--- src/rtl/fp_norm_sequencer.sv ---
// Multi-cycle normalise/pack stage for single-precision FP results.
// Takes a raw sign/exponent/25-bit mantissa (with carry), normalises it using one
// shared leading-zero counter, and emits a packed IEEE-754 word plus flags.

// Leading-zero counter over a MANT_W-bit mantissa; an all-zero input returns MANT_W.
module leading_zeros #(
  parameter int W  = 24,
  parameter int ZW = 5
) (
  input  logic [W-1:0]  x,
  output logic [ZW-1:0] zero
);
  // Scan from LSB upward so the highest set bit wins.
  always_comb begin
    zero = ZW'(W);
    for (int i = 0; i < W; i++) begin
      if (x[i]) zero = ZW'(W - 1 - i);
    end
  end
endmodule

module fp_norm_sequencer #(
  parameter int MANT_W       = 24,
  parameter int EXP_W        = 8,
  parameter bit FLUSH_DENORM = 1'b1
) (
  input  logic                    clk,
  input  logic                    rst_n,
  input  logic                    in_valid,
  output logic                    in_ready,
  input  logic                    in_sign,
  input  logic [EXP_W-1:0]        in_exp,
  input  logic [MANT_W:0]         in_mant,
  output logic                    out_valid,
  input  logic                    out_ready,
  output logic [EXP_W+MANT_W-1:0] out_data,
  output logic [2:0]              out_flags
);
  localparam int FRAC_W = MANT_W - 1;
  localparam int WORD_W = EXP_W + MANT_W;
  localparam logic [EXP_W-1:0] EXP_MAX = {EXP_W{1'b1}};

  typedef enum logic [1:0] {S_IDLE, S_CHECK, S_SHIFT, S_DONE} state_t;

  state_t              state_q, state_d;
  logic                in_ready_q, in_ready_d;
  logic                out_valid_q, out_valid_d;
  logic [WORD_W-1:0]   out_data_q, out_data_d;
  logic [2:0]          out_flags_q, out_flags_d;
  logic                sign_q, sign_d;
  logic [EXP_W-1:0]    exp_q, exp_d;
  logic [MANT_W:0]     mant_q, mant_d;
  logic [4:0]          lz_q, lz_d;

  logic [4:0]          lz_w;
  logic [EXP_W:0]      exp_inc;
  logic [FRAC_W-1:0]   frac_lz;
  logic [FRAC_W-1:0]   frac_dn;
  logic [4:0]          dn_amt;

  function automatic logic [WORD_W-1:0] pack(input logic s, input logic [EXP_W-1:0] e,
                                             input logic [FRAC_W-1:0] f);
    return {s, e, f};
  endfunction

  leading_zeros #(.W(MANT_W), .ZW(5)) u_lz (
    .x    (mant_q[MANT_W-1:0]),
    .zero (lz_w)
  );

  // Exponent increment is one bit wider so the carry-into-infinity case is visible.
  // The hidden-bit position falls off the top when shifting, so shifts work on the fraction only.
  always_comb begin
    exp_inc = {1'b0, exp_q} + {{EXP_W{1'b0}}, 1'b1};
    frac_lz = mant_q[FRAC_W-1:0] << lz_q;
    dn_amt  = exp_q[4:0] - 5'd1;
    frac_dn = mant_q[FRAC_W-1:0] << dn_amt;
  end

  // Next-state and datapath: classify in CHECK, normalise in SHIFT, hold result in DONE.
  always_comb begin
    state_d     = state_q;
    out_valid_d = out_valid_q;
    out_data_d  = out_data_q;
    out_flags_d = out_flags_q;
    sign_d      = sign_q;
    exp_d       = exp_q;
    mant_d      = mant_q;
    lz_d        = lz_q;
    case (state_q)
      S_IDLE: begin
        if (in_valid && in_ready_q) begin
          sign_d  = in_sign;
          exp_d   = in_exp;
          mant_d  = in_mant;
          state_d = S_CHECK;
        end
      end
      S_CHECK: begin
        state_d     = S_DONE;
        out_valid_d = 1'b1;
        out_flags_d = 3'b000;
        if (exp_q == EXP_MAX) begin
          out_data_d = pack(sign_q, EXP_MAX, mant_q[FRAC_W-1:0]);
        end else if (mant_q == '0) begin
          out_data_d  = pack(sign_q, '0, '0);
          out_flags_d = 3'b001;
        end else if (mant_q[MANT_W]) begin
          if (exp_inc == {1'b0, EXP_MAX}) begin
            out_data_d  = pack(sign_q, EXP_MAX, '0);
            out_flags_d = 3'b100;
          end else begin
            out_data_d = pack(sign_q, exp_inc[EXP_W-1:0], mant_q[MANT_W-1:1]);
          end
        end else if (exp_q == '0) begin
          out_data_d = pack(sign_q, '0, mant_q[FRAC_W-1:0]);
        end else begin
          lz_d        = lz_w;
          state_d     = S_SHIFT;
          out_valid_d = 1'b0;
        end
      end
      S_SHIFT: begin
        state_d     = S_DONE;
        out_valid_d = 1'b1;
        if (EXP_W'(lz_q) < exp_q) begin
          out_data_d  = pack(sign_q, exp_q - EXP_W'(lz_q), frac_lz);
          out_flags_d = 3'b000;
        end else if (FLUSH_DENORM) begin
          out_data_d  = pack(sign_q, '0, '0);
          out_flags_d = 3'b011;
        end else begin
          out_data_d  = pack(sign_q, '0, frac_dn);
          out_flags_d = 3'b010;
        end
      end
      S_DONE: begin
        if (out_ready) begin
          out_valid_d = 1'b0;
          state_d     = S_IDLE;
        end
      end
      default: state_d = S_IDLE;
    endcase
    in_ready_d = (state_d == S_IDLE);
  end

  // All state and result registers; reset clears everything and drops any operation.
  always_ff @(posedge clk or negedge rst_n) begin
    if (!rst_n) begin
      state_q     <= S_IDLE;
      in_ready_q  <= 1'b0;
      out_valid_q <= 1'b0;
      out_data_q  <= '0;
      out_flags_q <= '0;
      sign_q      <= 1'b0;
      exp_q       <= '0;
      mant_q      <= '0;
      lz_q        <= '0;
    end else begin
      state_q     <= state_d;
      in_ready_q  <= in_ready_d;
      out_valid_q <= out_valid_d;
      out_data_q  <= out_data_d;
      out_flags_q <= out_flags_d;
      sign_q      <= sign_d;
      exp_q       <= exp_d;
      mant_q      <= mant_d;
      lz_q        <= lz_d;
    end
  end

  assign in_ready  = in_ready_q;
  assign out_valid = out_valid_q;
  assign out_data  = out_data_q;
  assign out_flags = out_flags_q;
endmodule

--- config.mk ---
export PLATFORM = sky130hd
export DESIGN_NAME = fp_norm_sequencer
export DESIGN_NICKNAME = d
export VERILOG_FILES = /design/src/rtl/fp_norm_sequencer.sv
export SDC_FILE = /design/constraint.sdc
export NUM_CORES = 1
export LEC_CHECK = 0
export BUFFER_PORTS_ARGS = -buffer_cell sky130_fd_sc_hd__buf_2
export CORE_MARGIN = 1.5
export CORE_UTILIZATION = 53
export CTS_CLUSTER_SIZE = 28
export DETAILED_ROUTE_END_ITERATION = 16
export HOLD_SLACK_MARGIN = 0.02
export PLACE_DENSITY = 0.76
export SYNTH_ARGS = -nofsm -noshare
export SYNTH_HDL_FRONTEND = slang
export SYNTH_SLANG_ARGS = --single-unit
export TNS_END_PERCENT = 30
--- constraint.sdc ---
create_clock -name clk -period 2.6 [get_ports clk]
set_input_delay 0 -clock clk [delete_from_list [all_inputs] [get_ports clk]]
set_output_delay 0 -clock clk [all_outputs]
set_load 0.01 [all_outputs]
Yosys cells after proc, flatten, opt, wreduce, memory -nomap -nowiden
Index checks and enable logic that the tools add are counted.
- register bits after elaboration: 78
- input bits: 38
- output and inout port bits: 37
- logic and storage cells: 85
- add/sub/neg operators: 2
- order comparisons: 1
- equality and inequality tests: 7
- shift-type cells: 1
- mux-type cells: 50
- bitwise operators: 4
- reduce and logical (&&, ||, !) cells: 11
- operators with widths (cell ; count):
    two-way mux 32 bit ; 4
    two-way mux 5 bit ; 16
    case mux 32 bit (2 select lines) ; 1
    two-way mux 31 bit ; 2
    two-way mux 4 bit ; 8
    zero test 25 bit ; 1
    << shifter 23 x 5 -> 23 bit ; 1
    two-way mux 3 bit ; 4
    adder 8 x 1 -> 9 bit (second input constant) ; 1
    equality test 9 x 8 -> 1 bit (second input constant) ; 1
    two-way mux 1 bit ; 9
    equality test 8 bit (second input constant) ; 1
    zero test 8 bit ; 1
    < comparator 5 x 8 -> 1 bit ; 1
    case mux 2 bit (4 select lines) ; 1
    subtractor 8 x 5 -> 8 bit ; 1
    two-way mux 2 bit ; 3
    case mux 3 bit (2 select lines) ; 1
    AND reduction 2 bit ; 3
    inequality test 5 bit (second input constant) ; 1
    AND reduction 5 bit ; 1
    equality test 2 bit (second input constant) ; 2
    zero test 2 bit ; 2
    inverter 1 bit ; 4
    6 further kinds ; 6

Logic depth before layout (Yosys ltp)
Gate-level depths: netlist of run 1.
- word-level depth: 24
- mapped depth: 11
- depth with buffers taken out: 10

By module
From an unflattened synthesis of run 1, not the netlist that was laid out.
- cells, all modules: 601
- area, all modules: 5667.9 um^2
- modules (own cells, without submodules) (module ; instances ; cells each ; area an instance (um^2) ; seq. area each (um^2)):
    fp_norm_sequencer ; 1 ; 553 ; 5402.7 ; 1951.9
    leading_zeros ; 1 ; 48 ; 265.3 ; 0.0

Worst setup path after synthesis of run 1
Ideal clock, no wire load.
- path kind: reg2reg
- from: reg exp_q[0]
- to: reg out_data_q[2] (netlist: out_data[2])
- setup time: 0.137 ns
- arrival: 2.550 ns
- required time: 2.463 ns
- slack: -0.086 ns
- stages on the path, launching flop included: 10
- path buffers: 1
- period minus slack after synthesis: 2.686 ns
- cell sequence: dfrtp_1 inv_1 ha_1 nand3_1 or4_1 a222oi_1 nor3_2 buf_6 a221oi_2 a21oi_1
- word-level cells in the longest chain between the ends: 7
- elaborated cells between the ends (all ways): 13
- classes of those cells: 1 x add/sub; 1 x order compare; 3 x eq/ne; 6 x mux; 2 x reduce/logical
- ends and longest elaborated chain (element ; line ; text):
    start: declaration ; 51 ; logic [EXP_W-1:0] exp_q, exp_d;
    start signal: assignment ; 167 ; exp_q <= exp_d;
    adder 8 x 1 -> 9 bit ; 74 ; exp_inc = {1'b0, exp_q} + {{EXP_W{1'b0}}, 1'b1};
    equality test 9 x 8 -> 1 bit ; 109 ; if (exp_inc == {1'b0, EXP_MAX}) begin
    two-way mux 31 bit ; 109 ;
    two-way mux 32 bit ; 108 ; end else if (mant_q[MANT_W]) begin
    two-way mux 32 bit ; 105 ; end else if (mant_q == '0) begin
    two-way mux 32 bit ; 103 ; if (exp_q == EXP_MAX) begin
    case mux 32 bit (2 select lines) ; 90 ; case (state_q)
    end signal: assignment ; 164 ; out_data_q <= out_data_d;
    end: declaration ; 48 ; logic [WORD_W-1:0] out_data_q, out_data_d;
Parallel ways exist; a longest one is shown, timed or not.
A chain may end at the register's enable or synchronous reset.

Final worst setup path of run 1
- from: reg exp_q[0]
- to: reg out_data_q[19] (netlist: out_data[19])
The elaborated chain is that of the path after synthesis.

==> results of run 1 <==
flip-flops by register name, indices dropped and copies added, names as in the netlist:
name / flops
mant_q: 25
in_ready: 1
out_valid: 1
out_flags: 3
out_data: 32
state_q: 2
sign_q: 1
exp_q: 8
lz_q: 5
worst max-delay path, stage by stage (launching register included):
cell and delay [ps]:
sky130_fd_sc_hd__dfrtp_2 450, sky130_fd_sc_hd__inv_2 100, sky130_fd_sc_hd__ha_2 180, sky130_fd_sc_hd__nand3_1 70, sky130_fd_sc_hd__or4_4 430, sky130_fd_sc_hd__a222oi_1 320
sky130_fd_sc_hd__buf_4 200, sky130_fd_sc_hd__buf_6 120, sky130_fd_sc_hd__nor2_1 70, sky130_fd_sc_hd__a32oi_1 240, sky130_fd_sc_hd__o311ai_1 150
cell usage in the layout, fill, tap and decap left out, types with 4 or more instances in the layout:
| cell type | n |
|---|---|
| sky130_fd_sc_hd__mux2_2 | 44 |
| sky130_fd_sc_hd__a22oi_1 | 8 |
| sky130_fd_sc_hd__a21o_1 | 7 |
| sky130_fd_sc_hd__mux4_2 | 12 |
| sky130_fd_sc_hd__dfrtp_1 | 76 |
| sky130_fd_sc_hd__nor2b_1 | 8 |
| sky130_fd_sc_hd__dlygate4sd3_1 | 36 |
| sky130_fd_sc_hd__buf_12 | 4 |
| sky130_fd_sc_hd__xnor2_1 | 5 |
| sky130_fd_sc_hd__nand3_1 | 15 |
| sky130_fd_sc_hd__o21ai_0 | 23 |
| sky130_fd_sc_hd__nand2_1 | 53 |
| sky130_fd_sc_hd__a221oi_1 | 12 |
| sky130_fd_sc_hd__buf_4 | 58 |
| sky130_fd_sc_hd__o211ai_1 | 13 |
| sky130_fd_sc_hd__buf_2 | 73 |
| sky130_fd_sc_hd__a221oi_2 | 6 |
| sky130_fd_sc_hd__o22ai_1 | 4 |
| sky130_fd_sc_hd__ha_1 | 11 |
| sky130_fd_sc_hd__clkbuf_8 | 11 |
| sky130_fd_sc_hd__nand2b_1 | 5 |
| sky130_fd_sc_hd__a31oi_1 | 11 |
| sky130_fd_sc_hd__mux2i_1 | 19 |
| sky130_fd_sc_hd__nor2_1 | 56 |
| sky130_fd_sc_hd__inv_1 | 17 |
| sky130_fd_sc_hd__nor4_1 | 9 |
| sky130_fd_sc_hd__nand4_1 | 5 |
| sky130_fd_sc_hd__or3_1 | 6 |
| sky130_fd_sc_hd__a211oi_1 | 7 |
| sky130_fd_sc_hd__a21oi_1 | 35 |
| sky130_fd_sc_hd__nor3_1 | 9 |
cell families after synthesis:
kind of cell,Yosys count
buffers and inverters,75
and+or+nand+nor,189
DFF,78
AOI/OAI and AO/OA,162
xor gates and xnor gates,5
muxes,75
adders and majority gates,14
power by group through the flow:
| stage | Sequential, mW | Clock (mW) | Combinational (mW) |
|---|---|---|---|
| after floorplan | 2.29 | 0 | 4.46 |
| after global placement | 2.37 | 0 | 6.52 |
| after detailed placement | 2.40 | 0 | 6.60 |
| after CTS | 2.38 | 0.958 | 6.70 |
| after global routing | 2.46 | 1.01 | 7.55 |
| final | 2.38 | 0.955 | 6.96 |
synth_stat cells, types with 11 or more instances:
| master | n | area (um^2) |
|---|---|---|
| sky130_fd_sc_hd__mux2_2 | 44 | 495 |
| sky130_fd_sc_hd__mux2i_1 | 19 | 190 |
| sky130_fd_sc_hd__mux4_2 | 12 | 270 |
| sky130_fd_sc_hd__dfrtp_1 | 78 | 1950 |
| sky130_fd_sc_hd__clkbuf_1 | 45 | 169 |
| sky130_fd_sc_hd__a221oi_1 | 14 | 123 |
| sky130_fd_sc_hd__o211ai_1 | 13 | 97.6 |
| sky130_fd_sc_hd__a31oi_1 | 11 | 68.8 |
| sky130_fd_sc_hd__nor3_1 | 11 | 55.1 |
| sky130_fd_sc_hd__inv_1 | 18 | 67.6 |
| sky130_fd_sc_hd__nor2_1 | 57 | 214 |
| sky130_fd_sc_hd__ha_1 | 13 | 163 |
| sky130_fd_sc_hd__o21ai_0 | 23 | 115 |
| sky130_fd_sc_hd__a21oi_1 | 35 | 175 |
| sky130_fd_sc_hd__nand2_1 | 54 | 203 |
| sky130_fd_sc_hd__nand3_1 | 15 | 75.1 |
per-layer routing:
| metal | vias up | GRT usage | part of all wire |
|---|---|---|---|
| met5 | - | 0 | 0 |
| met4 | 0 | 0.0802 | 0.019 |
| met3 | 32 | 0.0674 | 0.083 |
| met2 | 262 | 0.477 | 0.46 |
| met1 | 2601 | 0.449 | 0.44 |
| li1 | 2489 | - | - |
cell type report:
cell class	instances	area, um^2
clock buffer	12	155
sequential	78	1950
timing repair buffer	173	1260
multi-input combinational	445	3290
fill	798	2960
clock inverter	3	43.8
tap	133	166
inverter	20	75.1
final timing paths:
check | from | to | slack, ps | cells after the start
min | out_ready | out_valid | 80 | 4
min reg2reg | sign_q | out_data[31] | 470 | 2
max | exp_q[0] | out_data[19] | 120 | 10
min in group asynchronous | rst_n | out_data[26] | 320 | 2
max in group asynchronous | rst_n | exp_q[0] | 1560 | 2
max reg2reg | exp_q[0] | out_data[19] | 120 | 10
timing repair:
action	in CTS	in global routing
resized for setup	1	14
pin swaps	1	8
setup endpoints to repair	11	23
endpoints found under the hold margin	113	0
buffers inserted	1	4
hold buffers	36	0
==> qor.log, run 1 <==
INFO  worst_hold_path hold_path_class=in2reg
INFO  power          clkPwrFrac=0.093
INFO  sta            timing.hold.ws=83.0ps
INFO  power          p_int=5.44mW
INFO  cells_and_area num-nets-final=779
INFO  power          comb_power_share=0.676
INFO  global_route   grt_usage=0.312
INFO  die            die_h=105um
INFO  die            die_area=11000um^2
INFO  power          total_leakage_power=3.04nW
INFO  sta            finalMaxSlewViolations=0
INFO  sta            fin_crit_sh=0.953
INFO  power          power_density=1480nW/um^2
INFO  routing        postRouteAntennaNets=0
INFO  die            boundaryPins=75
INFO  synth          synthXorXnorAreaFrac=0.00798
INFO  critical_path  critical_path_arrival=2690ps
INFO  clocking       clock_sinks=78
INFO  sta            relSlewSlack=0.337
INFO  placement      gp_congestion=1.01
INFO  power          report.power.total=10.3mW
INFO  routing        totalWireLength=16800um
INFO  clocking       ctsHtreeMaxLevel=3
INFO  cells_and_area instances_no_fill=864
INFO  synth          syn_area=5490um^2
INFO  routing        detailroute.via_count=5384
INFO  synth          synthMuxAreaShare=0.174
INFO  die            placement_rows=36
INFO  synth          postSynth.topFlopCell=sky130_fd_sc_hd__dfrtp_1
INFO  synth          netlist-cell-type-count=69
INFO  synth          postSynth.asyncResetShare=1.00
INFO  sta            report.final.hold_viol_count=0
INFO  outcome        outcome=finished clean
INFO  placement      dpl.cell_count=808
INFO  synth          synth-edff-count=0
INFO  critical_path  timing_worst_setup_path_type=reg2reg
INFO  global_route   antenna_found_initial=0
INFO  cells_and_area fraction_of_final_layout_cells_sized_beyond_drive_strength_1=0.317
INFO  placement      port_buffers=74
INFO  routing        post_drt_wl_per_cell=19.4um
INFO  synth          ys_seq_area_frac=0.356
INFO  clocking       clk_root_buffer_cell=sky130_fd_sc_hd__clkbuf_8
INFO  critical_path  worst-endpoint-required=2810ps
INFO  sta            fin_setup_tns=0ps
INFO  power          seq_pwr_share=0.231
INFO  global_route   grt_first_pass_wirelength=27100um
INFO  sta            fin_ws=121ps
INFO  synth          synth_top_family_by_area=compound AO/OA/AOI/OAI gates
INFO  power          vdd_ir_drop_max=0.000803V
INFO  sta            timing.clock.skew=18.3ps
INFO  critical_path  element_type_at_the_critical_path_end=flip-flop
INFO  placement      hpwl=12100um
INFO  global_route   gr-total-overflow=0
INFO  critical_path  cp-start-kind=flip-flop
INFO  critical_path  timing.critical_path.fanout_max=6
INFO  flow_run       maxCapViolCount=0
INFO  die            die_width=105um
INFO  die            placeableCoreArea=9910um^2
INFO  sta            setup_viol_count_final=0
INFO  synth          compound_gate_portion_of_the_synthesized_area=0.207
INFO  power          netSwitchingPower=4.85mW
INFO  synth          postSynthRegisterBits=78
INFO  sta            setup_repair_after_global_routing_missed_its_margin=true
INFO  power          power.share.switching=0.471
INFO  synth          post_synth.cell_area_avg=9.18um^2
INFO  die            floorplan.initialDensity=0.554
INFO  clocking       cts.reportedPaths.clkPinSlew=80ps
INFO  routing        number_of_drc_markers_in_iteration_0=484
INFO  clocking       cts_tree=built
INFO  routing        drc_errors=0
INFO  synth          postSynthCellCount=598
INFO  sta            timing_worst_slew_pin_value=995ps
INFO  placement      dpl_worst_slack=-26.9ps
INFO  synth          synthesis.yosys.warnings=0
INFO  cells_and_area final_area=6950um^2
INFO  synth          synthAdderAreaFrac=0.0333
INFO  routing        drt_first_pass_iters=5
INFO  cells_and_area area_growth_syn_to_layout=26.6%
INFO  cells_and_area antenna-diode-count=0
INFO  global_route   number_of_global_route_vias_before_repair=5171
INFO  placement      postPlaceCellArea=6290um^2
INFO  routing        vias_per_cell=6.23
INFO  clocking       clock_path_buffers=2
INFO  synth          synth_simple_gate_area_share=0.165
INFO  cells_and_area final_core_util=0.701
INFO  global_route   grt_max_degree=79
INFO  clocking       number_of_buffers_created_by_cts=9
INFO  clocking       clkLatencyLatePin=360ps
INFO  sta            shortest_clock_period_the_worst_path_allows_after_layout=2480ps
INFO  synth          syn-num-nets=650
INFO  sta            fmax=0.403GHz
No activity file was read; power rests on OpenSTA's default activity.
==> run 2: changes to the inputs <==
- ABC_CLOCK_PERIOD_IN_PS: unset -> 2600
- CORE_UTILIZATION: 53 -> 45
- PLACE_DENSITY: 0.76 -> 0.66
==> qor.log, run 2 (synthesized netlist as in run 1, its figures left out) <==
INFO  placement      port_buffers=74 [unchanged]
INFO  cells_and_area num-nets-final=780 [was 779]
INFO  die            boundaryPins=75 [unchanged]
INFO  sta            timing_worst_slew_pin_value=999ps [was 995 ps]
INFO  critical_path  critical_path.slowest_cell=sky130_fd_sc_hd__or4_1 [was sky130_fd_sc_hd__dfrtp_2]
INFO  critical_path  cp_top_delay_family=compound AO/OA/AOI/OAI gates [unchanged]
INFO  cells_and_area layout.cells.most_common_list=sky130_fd_sc_hd__dfrtp_1, sky130_fd_sc_hd__buf_2, sky130_fd_sc_hd__buf_4 [unchanged]
INFO  global_route   groute.layer.met3.usage=0.0414 [was 0.0674]
INFO  routing        drc_errors=0 [unchanged]
INFO  placement      gp_congestion=0.930 [was 1.01]
INFO  die            placeableCoreArea=12000um^2 [was 9910 um^2]
INFO  clocking       cts_tree=built [unchanged]
INFO  global_route   gr-total-overflow=0 [unchanged]
INFO  die            die_width=113um [was 105 um]
INFO  worst_hold_path hold_path_class=in2reg [unchanged]
INFO  sta            setup_repair_after_global_routing_missed_its_margin=true [unchanged]
INFO  sta            fin_crit_sh=0.958 [was 0.953]
INFO  critical_path  timing.critical_path.fanout_max=6 [unchanged]
INFO  routing        drt_first_pass_iters=5 [unchanged]
INFO  cells_and_area layout_commonest_cell=sky130_fd_sc_hd__dfrtp_1 [unchanged]
INFO  global_route   number_of_global_route_vias_before_repair=5239 [was 5171]
INFO  sta            finalMaxSlewViolations=0 [unchanged]
INFO  clocking       clock_sinks=78 [unchanged]
INFO  routing        postRouteAntennaNets=0 [unchanged]
INFO  power          power_density=1510nW/um^2 [was 1480 nW/um^2]
INFO  critical_path  timing_worst_setup_path_type=reg2reg [unchanged]
INFO  cells_and_area instances_no_fill=880 [was 864]
INFO  die            floorplan.initialDensity=0.459 [was 0.554]
INFO  power          vdd_ir_drop_max=0.000764V [was 0.000803 V]
INFO  global_route   grt_usage=0.274 [was 0.312]
INFO  critical_path  reg2reg_depth=10 [unchanged]
INFO  critical_path  crit_cells=10 [unchanged]
INFO  critical_path  crit_path_buf_inv_count=3 [unchanged]
INFO  sta            fmax=0.402GHz [was 0.403 GHz]
INFO  global_route   grt_first_pass_wirelength=27600um [was 27100 um]
INFO  sta            fin_ws=110ps [was 121 ps]
INFO  clocking       clkLatencyLatePin=350ps [was 360 ps]
INFO  sta            relSlewSlack=0.334 [was 0.337]
INFO  cells_and_area max_reg_flops=32 [unchanged]
INFO  clocking       clock_path_buffers=2 [unchanged]
INFO  critical_path  crit_chain=inv_2, ha_1, nand3_1, or4_1, a222oi_1, buf_4, buf_4, nor2_1, a32oi_1, o311ai_0 [was inv_2, ha_2, nand3_1, or4_4, a222oi_1, buf_4, buf_6, nor2_1, a32oi_1, o311ai_1]
INFO  global_route   gr_busiest_metal=met2 [unchanged]
INFO  sta            setup_viol_count_final=0 [unchanged]
INFO  die            die_h=113um [was 105 um]
INFO  routing        vias_per_cell=6.04 [was 6.23]
INFO  die            placement_rows=40 [was 36]
INFO  placement      dpl.cell_count=825 [was 808]
INFO  placement      dpl_worst_slack=-27.4ps [was -26.9 ps]
INFO  worst_hold_path worst_hold_path.num_cells=4 [unchanged]
INFO  critical_path  cpPeakStageDelay=510ps [was 450 ps]
INFO  clocking       number_of_buffers_created_by_cts=9 [unchanged]
INFO  global_route   antenna_found_initial=0 [unchanged]
INFO  sta            report.final.hold_viol_count=0 [unchanged]
INFO  placement      hpwl=12400um [was 12100 um]
INFO  power          total_leakage_power=3.09nW [was 3.04 nW]
INFO  cells_and_area fraction_of_final_layout_cells_sized_beyond_drive_strength_1=0.323 [was 0.317]
INFO  flow_run       maxCapViolCount=0 [unchanged]
INFO  cells_and_area antenna-diode-count=0 [unchanged]
INFO  die            die_area=12900um^2 [was 11000 um^2]
INFO  sta            timing.hold.ws=48.4ps [was 83.0 ps]
INFO  routing        number_of_drc_markers_in_iteration_0=492 [was 484]
INFO  routing        detailroute.via_count=5319 [was 5384]
INFO  sta            timing.clock.skew=8.14ps [was 18.3 ps]
INFO  clocking       ctsHtreeMaxLevel=3 [unchanged]
INFO  global_route   global_route.usage.met2=0.426 [was 0.477]
INFO  outcome        outcome=finished clean [unchanged]
INFO  sta            shortest_clock_period_the_worst_path_allows_after_layout=2490ps [was 2480 ps]
INFO  global_route   grt_max_degree=79 [unchanged]
INFO  cells_and_area area_growth_syn_to_layout=29.1% [was 26.6%]
INFO  cells_and_area final_core_util=0.593 [was 0.701]
INFO  critical_path  element_type_at_the_critical_path_end=flip-flop [unchanged]
INFO  global_route   grtUsageMet1=0.391 [was 0.449]
INFO  critical_path  critical_path_arrival=2700ps [was 2690 ps]
INFO  critical_path  worst-endpoint-required=2810ps [about the same]
INFO  critical_path  most_frequent_cell_on_the_critical_path=sky130_fd_sc_hd__buf_4
INFO  routing        post_drt_wl_per_cell=19.5um [was 19.4 um]
INFO  routing        totalWireLength=17100um [was 16800 um]
INFO  clocking       clk_root_buffer_cell=sky130_fd_sc_hd__clkbuf_16 [was sky130_fd_sc_hd__clkbuf_8]
INFO  clocking       cts.reportedPaths.clkPinSlew=60ps [was 80 ps]
INFO  critical_path  cp-start-kind=flip-flop [unchanged]
## run 2: cell count changes in the layout (fill, tap and decap cells not counted), moves of 2 or more
cell                         previous run  this run
sky130_fd_sc_hd__buf_4                 58        62
sky130_fd_sc_hd__buf_6                  2         0
sky130_fd_sc_hd__clkbuf_16              0         9
sky130_fd_sc_hd__clkbuf_8              11         3
sky130_fd_sc_hd__clkinvlp_4             0         2
## run 2: final timing paths
check	start	to	slack, ps
min reg2reg	out_data[31]	out_data[31]	470
min in group asynchronous	rst_n	out_data[10]	350
max reg2reg	exp_q[0]	out_data[16]	110
max	exp_q[0]	out_data[16]	110
max in group asynchronous	rst_n	exp_q[1]	1580
min	in_valid	state_q[1]	50
## run 2: per-stage QoR
step           area [um^2]  TNS [ps]  power (mW)
2_1_floorplan         5490     -47.1        6.74
3_3_place_gp          6320         0        8.95
3_5_place_dp          6320     -91.9        9.05
4_1_cts               7010         0        10.5
5_1_grt               7090     -24.6        11.4
6_report              7090         0        10.7
## run 2: final cells by class
type,instances,area (um^2)
Fill cell,1022,4870
Multi-Input combinational cell,445,3290
Sequential cell,78,1950
Timing Repair Buffer,174,1260
Clock buffer,12,267
Tap cell,147,184
Inverter,20,75.1
Clock inverter,4,53.8
## run 2: what timing repair did
item / CTS / global route
pin swaps: 2 / 1
buffers inserted: 2 / 2
resized for setup: 1 / 11
endpoints found under the setup margin: 10 / 24
hold buffers: 35 / 0
endpoints found under the hold margin: 112 / 0
## run 2: routing by layer
layer,vias to the layer above,share of wire
met5,-,0
met4,0,0.017
met3,24,0.070
met2,200,0.47
met1,2599,0.45
li1,2496,-
## run 2: worst reg2reg max path, stage by stage, from the launching register on
cell,delay (ps)
sky130_fd_sc_hd__dfrtp_1,390
sky130_fd_sc_hd__inv_2,100
sky130_fd_sc_hd__ha_1,170
sky130_fd_sc_hd__nand3_1,70
sky130_fd_sc_hd__or4_1,510
sky130_fd_sc_hd__a222oi_1,330
sky130_fd_sc_hd__buf_4,190
sky130_fd_sc_hd__buf_4,140
sky130_fd_sc_hd__nor2_1,70
sky130_fd_sc_hd__a32oi_1,240
sky130_fd_sc_hd__o311ai_0,140
## run 2: power by group
| part | switching (mW) | internal (mW) | leakage (nW) |
|---|---|---|---|
| combinational | 3.84 | 3.14 | 2.00 |
| sequential | 0.545 | 1.83 | 0.944 |
| clock | 0.515 | 0.823 | 0.151 |
==> run 3: changes to the inputs <==
- CAP_MARGIN: unset -> 0
- CORE_UTILIZATION: 45 -> 50
- PLACE_DENSITY: 0.66 -> 0.74
==> qor.log, run 3 (synthesized netlist as in run 1, its figures left out) <==
INFO  power          vdd_ir_drop_max=0.000879V [was 0.000764 V]
INFO  critical_path  timing.critical_path.fanout_max=4 [was 6]
INFO  worst_hold_path worst_hold_path.num_cells=4 [unchanged]
INFO  critical_path  reg2reg_slack=70ps [was 110 ps]
INFO  cells_and_area num-nets-final=780 [unchanged]
INFO  routing        vias_per_cell=6.22 [was 6.04]
INFO  die            floorplan.initialDensity=0.509 [was 0.459]
INFO  cells_and_area layout.cells.most_common_list=sky130_fd_sc_hd__dfrtp_1, sky130_fd_sc_hd__buf_2, sky130_fd_sc_hd__buf_4 [unchanged]
INFO  sta            fin_setup_tns=0ps [unchanged]
INFO  die            boundaryPins=75 [unchanged]
INFO  power          seq_pwr_share=0.229 [was 0.222]
INFO  critical_path  cp-start-kind=flip-flop [unchanged]
INFO  critical_path  reg2reg_depth=10 [unchanged]
INFO  sta            timing_worst_slew_pin_value=1000ps [was 999 ps]
INFO  global_route   number_of_global_route_vias_before_repair=5276 [was 5239]
INFO  clocking       clock_sinks=78 [unchanged]
INFO  global_route   gr-total-overflow=0 [unchanged]
INFO  worst_hold_path hold_path_end=out_valid [was state_q[1]]
INFO  cells_and_area final_area=6980um^2 [was 7090 um^2]
INFO  sta            setup_repair_after_global_routing_missed_its_margin=true [unchanged]
INFO  critical_path  critical_path_arrival=2800ps [was 2700 ps]
INFO  placement      port_buffers=74 [unchanged]
INFO  sta            setup_viol_count_final=0 [unchanged]
INFO  sta            fmax=0.395GHz [was 0.402 GHz]
INFO  power          comb_power_share=0.676 [was 0.653]
INFO  critical_path  worst-endpoint-required=2860ps [was 2810 ps]
INFO  cells_and_area antenna-diode-count=0 [unchanged]
INFO  cells_and_area fraction_of_final_layout_cells_sized_beyond_drive_strength_1=0.329 [was 0.323]
INFO  cells_and_area area_growth_syn_to_layout=27.1% [was 29.1%]
INFO  critical_path  timing_worst_setup_path_type=reg2reg [unchanged]
INFO  global_route   grt_usage=0.311 [was 0.274]
INFO  sta            finalMaxSlewViolations=0 [unchanged]
INFO  power          clkPwrFrac=0.095 [was 0.125]
INFO  routing        number_of_drc_markers_in_iteration_0=563 [was 492]
INFO  clocking       clk_root_buffer_cell=sky130_fd_sc_hd__clkbuf_8 [was sky130_fd_sc_hd__clkbuf_16]
INFO  critical_path  element_type_at_the_critical_path_end=flip-flop [unchanged]
INFO  sta            report.final.hold_viol_count=0 [unchanged]
INFO  routing        drc_errors=0 [unchanged]
INFO  cells_and_area multi_input_combinational_cell_area=3310um^2 [was 3290 um^2]
INFO  global_route   grt_max_degree=79 [unchanged]
INFO  clocking       cts.reportedPaths.clkPinSlew=100ps [was 60 ps]
INFO  routing        detailroute.via_count=5429 [was 5319]
INFO  clocking       cts_tree=built [unchanged]
INFO  die            placeableCoreArea=10800um^2 [was 12000 um^2]
INFO  clocking       ctsHtreeMaxLevel=3 [unchanged]
INFO  sta            shortest_clock_period_the_worst_path_allows_after_layout=2530ps [was 2490 ps]
INFO  cells_and_area max_reg_flops=32 [unchanged]
INFO  sta            fin_crit_sh=0.975 [was 0.958]
INFO  global_route   grt_first_pass_wirelength=27600um [about the same]
INFO  die            die_width=108um [was 113 um]
INFO  routing        postRouteAntennaNets=0 [unchanged]
INFO  power          power.share.switching=0.478 [was 0.458]
INFO  sta            timing.clock.skew=15.6ps [was 8.14 ps]
INFO  cells_and_area seq_area=1960um^2 [was 1950 um^2]
INFO  power          netSwitchingPower=4.97mW [was 4.90 mW]
INFO  cells_and_area instances_no_fill=873 [was 880]
INFO  placement      dpl.cell_count=817 [was 825]
INFO  global_route   antenna_found_initial=0 [unchanged]
INFO  worst_hold_path hold_path_startpoint=out_ready [was in_valid]
INFO  outcome        outcome=finished clean [unchanged]
INFO  clocking       clock_path_buffers=2 [unchanged]
INFO  clocking       clkLatencyLatePin=370ps [was 350 ps]
INFO  power          power_density=1490nW/um^2 [was 1510 nW/um^2]
INFO  die            die_h=108um [was 113 um]
INFO  die            die_area=11600um^2 [was 12900 um^2]
INFO  placement      gp_congestion=1.01 [was 0.930]
INFO  power          total_leakage_power=3.05nW [was 3.09 nW]
INFO  worst_hold_path hold_path_class=in2reg [unchanged]
INFO  routing        totalWireLength=17400um [was 17100 um]
INFO  routing        drt_first_pass_iters=5 [unchanged]
INFO  cells_and_area filler_cells_inserted=899 [was 1022]
INFO  critical_path  reg2reg_from=exp_q[0] [unchanged]
INFO  critical_path  rr_endpoint=out_data[29] [was out_data[16]]
INFO  sta            relSlewSlack=0.330 [was 0.334]
INFO  clocking       number_of_buffers_created_by_cts=9 [unchanged]
INFO  die            placement_rows=38 [was 40]
INFO  placement      postPlaceCellArea=6300um^2 [was 6320 um^2]
INFO  cells_and_area layout_commonest_cell=sky130_fd_sc_hd__dfrtp_1 [unchanged]
INFO  routing        post_drt_wl_per_cell=19.9um [was 19.5 um]
INFO  power          p_int=5.42mW [was 5.79 mW]
INFO  placement      hpwl=12400um [about the same]
INFO  flow_run       maxCapViolCount=0 [unchanged]
INFO  sta            timing.hold.ws=68.0ps [was 48.4 ps]
==> run 3: per-layer routing <==
layer	vias to the layer above	share of wire	track usage
li1	2492	-	-
met1	2663	0.43	0.424
met2	248	0.47	0.481
met3	26	0.077	0.0751
met4	0	0.022	0.117
met5	-	0	0
==> run 3: worst max-delay path, cell delays in order (launching register included) <==
cell                       delay [ps]
sky130_fd_sc_hd__dfrtp_2          440
sky130_fd_sc_hd__inv_2             90
sky130_fd_sc_hd__ha_1             180
sky130_fd_sc_hd__inv_1             60
sky130_fd_sc_hd__fa_1             400
sky130_fd_sc_hd__a211o_1          320
sky130_fd_sc_hd__a211oi_2         280
sky130_fd_sc_hd__buf_4            170
sky130_fd_sc_hd__mux2i_1          200
sky130_fd_sc_hd__a211oi_2         100
sky130_fd_sc_hd__a21o_1           170
==> run 3: how the worst max path moves through the flow <==
stage	start	slack (ps)	cells past startpoint	to
after floorplan	exp_q[0]	-20	9	out_data[2]
after global placement	exp_q[0]	-5	10	out_data[29]
after detailed placement	exp_q[0]	-30	8	out_data[8]
after CTS	exp_q[0]	6	10	out_data[1]
after global routing	exp_q[0]	-20	10	out_data[29]
final	exp_q[0]	70	10	out_data[29]
==> run 3: repair_timing <==
item | CTS | global route
resized for setup | 3 | 15
setup buffers | 1 | 3
endpoints found under the setup margin | 16 | 26
hold buffers | 36 | 0
pin swaps | 1 | 4
hold endpoints to repair | 113 | 0
cloned | 0 | 0
==> run 3: stage by stage <==
| step | worst slack, ps | power, mW | util |
|---|---|---|---|
| after floorplan | -19.7 | 6.74 | - |
| after global placement | -4.96 | 8.89 | 0.584 |
| after detailed placement | -25.4 | 9.03 | 0.584 |
| after CTS | 5.77 | 10.1 | 0.638 |
| after global routing | -21.7 | 11.1 | 0.646 |
| final | 65.2 | 10.4 | 0.646 |
==> run 3: power groups by stage <==
stage	registers, mW	clock network, mW	logic [mW]
5_1_grt	2.45	1.04	7.63
4_1_cts	2.37	0.998	6.76
2_1_floorplan	2.29	0	4.46
3_5_place_dp	2.39	0	6.64
6_report	2.38	0.983	7.02
3_3_place_gp	2.36	0	6.53
==> run 3: area by class of cell <==
class	instances	share of cell area
Clock buffer	10	0.0197
Clock inverter	6	0.00987
Inverter	20	0.0108
Multi-Input combinational cell	445	0.474
Sequential cell	78	0.281
Tap cell	140	0.0251
Timing Repair Buffer	174	0.180
